## config.mk

```make
export PLATFORM = sky130hd
export DESIGN_NAME = mmu_array
export DESIGN_NICKNAME = d
export VERILOG_FILES = /design/src/rtl/mmu_array.sv
export SDC_FILE = /design/constraint.sdc
export NUM_CORES = 1
export LEC_CHECK = 0
export BUFFER_PORTS_ARGS = -buffer_cell sky130_fd_sc_hd__buf_2
export CAP_MARGIN = 20
export CORE_ASPECT_RATIO = 1.75
export CORE_UTILIZATION = 35
export DETAILED_ROUTE_END_ITERATION = 7
export SYNTH_ARGS = -nofsm -noshare
export SYNTH_HDL_FRONTEND = slang
export SYNTH_SLANG_ARGS = --single-unit
```

## constraint.sdc

```tcl
create_clock -name clk -period 15.7 [get_ports clk]
set_input_delay 1.57 -clock clk [delete_from_list [all_inputs] [get_ports clk]]
set_output_delay 1.57 -clock clk [all_outputs]
set_load 0.1 [all_outputs]
```

## src/rtl/mmu_array.sv

```systemverilog
`default_nettype none
// ============================================================================
// Module      : mmu_array
// Description : 2x2 output-stationary systolic MAC array. Weights (a) flow
//               left to right, inputs (b) flow top to bottom, one register
//               per hop. Each cell keeps a signed ACC_W-bit accumulator,
//               presents an 8-bit saturated result and a sticky
//               out-of-range flag.
// Revision    : 1.0 - initial release
// ============================================================================
module mmu_array #(
  parameter int ACC_W = 18
) (
  input  logic       clk,
  input  logic       rst,
  input  logic       clear,
  input  logic [7:0] a_data0,
  input  logic [7:0] a_data1,
  input  logic [7:0] b_data0,
  input  logic [7:0] b_data1,
  output logic [7:0] c00,
  output logic [7:0] c01,
  output logic [7:0] c10,
  output logic [7:0] c11,
  output logic [3:0] sat_flags
);

  // Saturation bounds of the 8-bit signed result, at accumulator width.
  localparam logic signed [ACC_W-1:0] C_SAT_MAX = ACC_W'(127);
  localparam logic signed [ACC_W-1:0] C_SAT_MIN = ACC_W'(-128);

  // Forwarding registers: only the hops that feed a downstream cell exist.
  logic signed [7:0]       a00_q;   // PE00 a -> PE01
  logic signed [7:0]       b00_q;   // PE00 b -> PE10
  logic signed [7:0]       a10_q;   // PE10 a -> PE11
  logic signed [7:0]       b01_q;   // PE01 b -> PE11

  // Cell index: 0 = PE00, 1 = PE01, 2 = PE10, 3 = PE11.
  logic signed [7:0]       w_a    [4];
  logic signed [7:0]       w_b    [4];
  logic signed [15:0]      w_prod [4];
  logic signed [ACC_W-1:0] acc_q  [4];
  logic signed [ACC_W-1:0] acc_d  [4];
  logic [3:0]              flags_q;
  logic [3:0]              flags_d;
  logic [7:0]              w_c    [4];

  // Route the operand pair seen by each cell this cycle.
  always_comb begin
    w_a[0] = $signed(a_data0);
    w_b[0] = $signed(b_data0);
    w_a[1] = a00_q;
    w_b[1] = $signed(b_data1);
    w_a[2] = $signed(a_data1);
    w_b[2] = b00_q;
    w_a[3] = a10_q;
    w_b[3] = b01_q;
  end

  // Next accumulator value and sticky flag update from the full 16-bit product.
  always_comb begin
    for (int i = 0; i < 4; i++) begin
      w_prod[i]  = w_a[i] * w_b[i];
      acc_d[i]   = acc_q[i] + {{(ACC_W-16){w_prod[i][15]}}, w_prod[i]};
      flags_d[i] = flags_q[i] | ((acc_d[i] > C_SAT_MAX) || (acc_d[i] < C_SAT_MIN));
    end
  end

  // State update; reset and clear both wipe partial sums and in-flight operands.
  always_ff @(posedge clk) begin
    if (rst || clear) begin
      for (int i = 0; i < 4; i++) begin
        acc_q[i] <= '0;
      end
      flags_q <= 4'b0000;
      a00_q   <= '0;
      b00_q   <= '0;
      a10_q   <= '0;
      b01_q   <= '0;
    end else begin
      for (int i = 0; i < 4; i++) begin
        acc_q[i] <= acc_d[i];
      end
      flags_q <= flags_d;
      a00_q   <= w_a[0];
      b00_q   <= w_b[0];
      a10_q   <= w_a[2];
      b01_q   <= w_b[1];
    end
  end

  // Saturate each registered accumulator to the signed 8-bit result range.
  for (genvar g = 0; g < 4; g++) begin : g_sat
    assign w_c[g] = (acc_q[g] > C_SAT_MAX) ? 8'h7F :
                    (acc_q[g] < C_SAT_MIN) ? 8'h80 :
                    acc_q[g][7:0];
  end

  assign c00       = w_c[0];
  assign c01       = w_c[1];
  assign c10       = w_c[2];
  assign c11       = w_c[3];
  assign sat_flags = flags_q;

endmodule
`default_nettype wire

```

==> key figures <==
Run status
  • Outcome: finished with violations
  • Failing checks: DRC

Place
  • # port buffers: 70
  • Hpwl dp: 35.63 mm
  • Dpl cells: 2558
  • RePlAce Congestion: 0.9068

Timing
  • Clock Skews: 0.01748 ns
  • Final setup violation count: 0
  • Measured slew at the worst slew-check pin: 0.9971 ns
  • Post-route minimum period: 7.873 ns
  • Fin Setup TNS: 0 ns
  • Fin. Hold Viols: 0
  • Slew headroom: 0.3296
  • Unrepaired setup endpoints after global routing: no
  • Peak Freq: 0.1270 GHz
  • Max-slew violations: 0
  • Period utilization: 0.5015

Setup path
  • Worst setup path class: in -> reg
  • Required @ worst endpoint: 15.99 ns
  • Setup crit start kind: input port
  • Top delay family on crit path: adder cells
  • Crit path max fanout: 9
  • Crit path capture type: flop
  • Worst Setup SP: a_data1[0]
  • Worst R2R Start: a10_q[1]
  • Slowest cell delay on critical path: 0.55 ns
  • Cell Chain, Critical Path: buf_2 > nand2b_1 > fa_1 > fa_1 > inv_1 > fa_1 > inv_1 > fa_1 > inv_1 > ha_1 > and2_1 > a311oi_1 > a221oi_1 > a2111oi_0 > xnor2_1 > ha_1 > a21o_1 > a21oi_1 > mux2i_1 > o211ai_1 > nor3_1 > nand4_1 > or4_1 > o211a_1
  • Critical Path Slowest Stage Cell: fa_1
  • Worst Setup EP: sat_flags[2]
  • Reg-to-reg slack, setup: 8.51 ns
  • Worst r2r dst: sat_flags[3]
  • Crit path depth: 24
  • Crit path top cell by count: fa_1
  • Register-to-Register Path Depth: 25
  • Crit path DAT: 8.16 ns
  • Buffers and inverters on the worst path: 4

Clock network
  • Clock buffer depth: 2
  • CTS Hold Bufs: 0
  • CTS resizes: 0
  • H-tree depth: 3
  • Post-CTS Setup Repair Bufs: 0
  • Worst-path clk slew: 0.08 ns
  • Root Buffer: clkbuf_16
  • CTS tree: yes
  • Clk Latency, worst-skew pair: 0.39 ns
  • Num CTS Buffers: 9
  • Clock sink count: 108

Floorplan
  • Die Y: 290.1 um
  • Die area: 48320 um2
  • Row Count: 105
  • Chip Width: 166.6 um
  • I/O pin cnt: 71
  • Core box area: 46900 um2
  • Initial core utilization: 0.3538

Drt
  • Drt drc: 6
  • DR pass1 iterations: 7
  • Drt via density: 5.070
  • Starting DRT DRC Count: 414
  • Drt wl/cell: 16.11 um
  • Final WL: 41.53 mm
  • Routed vias: 13071
  • Post-route ant nets: 0

GRT
  • GRT Overall Usage: 0.1797
  • First-pass GRT wire length: 68.59 mm
  • Overflow after GRT: 0
  • Largest net degree at the start of global routing: 57
  • Vias in the first global route: 14158
  • Initial antenna violation count: 2

Hold path
  • HP Class: reg -> reg

Synth
  • Share of synthesized flip-flops with an asynchronous set or reset: 0
  • Mean Syn Cell Area: 8.630 um2
  • Top-count cell post-synth: inv_1
  • YS warnings: 0
  • Post-Synthesis Cell Area: 16590 um2
  • Most frequent cells after synthesis: 390 x inv_1, 224 x fa_1, 201 x and2_1
  • Yosys top cell area share: 0.2702
  • Synthesized Nets: 2368
  • Ranking of synthesized cells by area: fa_1 27%, ha_1 14%, dfxtp_1 13%
  • Synth cell types: 66
  • Sequential-to-total area share from yosys stat: 0.1303
  • Post-synth EDFFs: 0
  • #FFs+latches synth: 108
  • Area leader, netlist: fa_1
  • Main flop type after synthesis: dfxtp_1
  • Post-Syn Instances: 1923

Power
  • PnR Total Power: 2785 uW
  • Cell Pwr Density: 155.5 nW/um2
  • Peak supply drop: 0.2950 mV
  • Leakage: 0.008696 uW

Layout
  • NumNets Final: 2426
  • Synthesis-to-layout area growth: 7.917%
  • Share of layout cells above drive strength 1: 0.05186
  • Post-Layout Cell Count: 2578

Job
  • Max-Cap Viols: 0
-- layer usage --
metal	track usage	vias to the layer above	part of all wire
met5	0	-	0
met4	0.1145	0	0.056
met3	0.01500	98	0.017
met2	0.3633	205	0.58
met1	0.1694	6481	0.34
li1	-	6287	-
-- logic make-up after synthesis --
family                   Yosys count  synth area share
adder cells (fa/ha/maj)          410            0.4105
XOR/XNOR                         107           0.05919
multiplexers                       3          0.001885
AND/OR/NAND/NOR                  600            0.1897
AO/OA/AOI/OAI                    280            0.1146
buffers and inverters            415           0.09387
flip-flops                       108            0.1303
-- cell type report --
| cell class | count | area (um2) |
|---|---|---|
| clock inverter | 7 | 63.81 |
| inverter | 390 | 1464 |
| fill | 4756 | 28990 |
| clock buffer | 9 | 225.2 |
| timing repair buffer | 72 | 365.4 |
| sequential | 108 | 2162 |
| antenna | 4 | 10.01 |
| tap | 588 | 735.7 |
| multi-input combinational | 1400 | 12880 |
-- layout by cell type (no fill, tap or decap), drive strengths merged, types with 46 or more instances in the layout --
master  instances
dfxtp         108
nand2         118
and2          201
fa            224
nor2          123
buf            72
ha            186
inv           394
o21a           46
a21oi          61
xnor2          75
o21ai          55
-- per-stage QoR --
stage	utilization	instance area, um2	setup slack, ns	hold WS (ns)
floorplan	-	16590	8.158	0.5518
global placement	0.3755	17610	7.515	0.5764
detailed placement	0.3755	17610	7.426	0.5793
CTS	0.3816	17900	7.836	0.5993
global route	0.3817	17900	7.260	0.6055
finish	0.3818	17910	7.827	0.5915
-- how the worst min path moves through the flow --
stage	end	cells after the start	slack (ns)	start
after floorplan	acc_q[0][0]	2	0.55	acc_q[0][0]
after global placement	acc_q[3][0]	2	0.58	acc_q[3][0]
after detailed placement	acc_q[3][0]	2	0.58	acc_q[3][0]
after CTS	acc_q[3][0]	2	0.60	acc_q[3][0]
after global routing	acc_q[3][0]	2	0.61	acc_q[3][0]
final	acc_q[3][0]	2	0.59	acc_q[3][0]
-- flip-flops by register name (all words and copies together) (netlist names) --
signal and cells:
acc_q 72, a00_q 8, a10_q 8, b00_q 8, b01_q 8, sat_flags 4
-- where the power goes --
part,internal (uW),switching (uW),total [uW],leakage [uW]
registers,312,41.9,354,0.000884
logic,724,1460,2190,0.00766
clock network,112,130,242,0.000147
-- worst register-to-register path, stage by stage, from the launching register on --
cell and delay [ns]:
dfxtp_1 0.56, nand2_1 0.14, fa_1 0.52, fa_1 0.55, inv_1 0.06, fa_1 0.53, inv_1 0.06, fa_1 0.52
inv_1 0.04, ha_1 0.33, a21oi_1 0.25, o21bai_1 0.10, a21oi_1 0.25, o21ai_0 0.12, a21oi_1 0.26, xnor2_1 0.17
ha_1 0.31, and4_1 0.27, a21oi_1 0.20, nand2_1 0.09, a21oi_2 0.15, xor2_1 0.13, or4_1 0.50, or4_1 0.39
or4_1 0.40, o211a_1 0.22
Note: power is estimated with default switching activity, not from simulation.
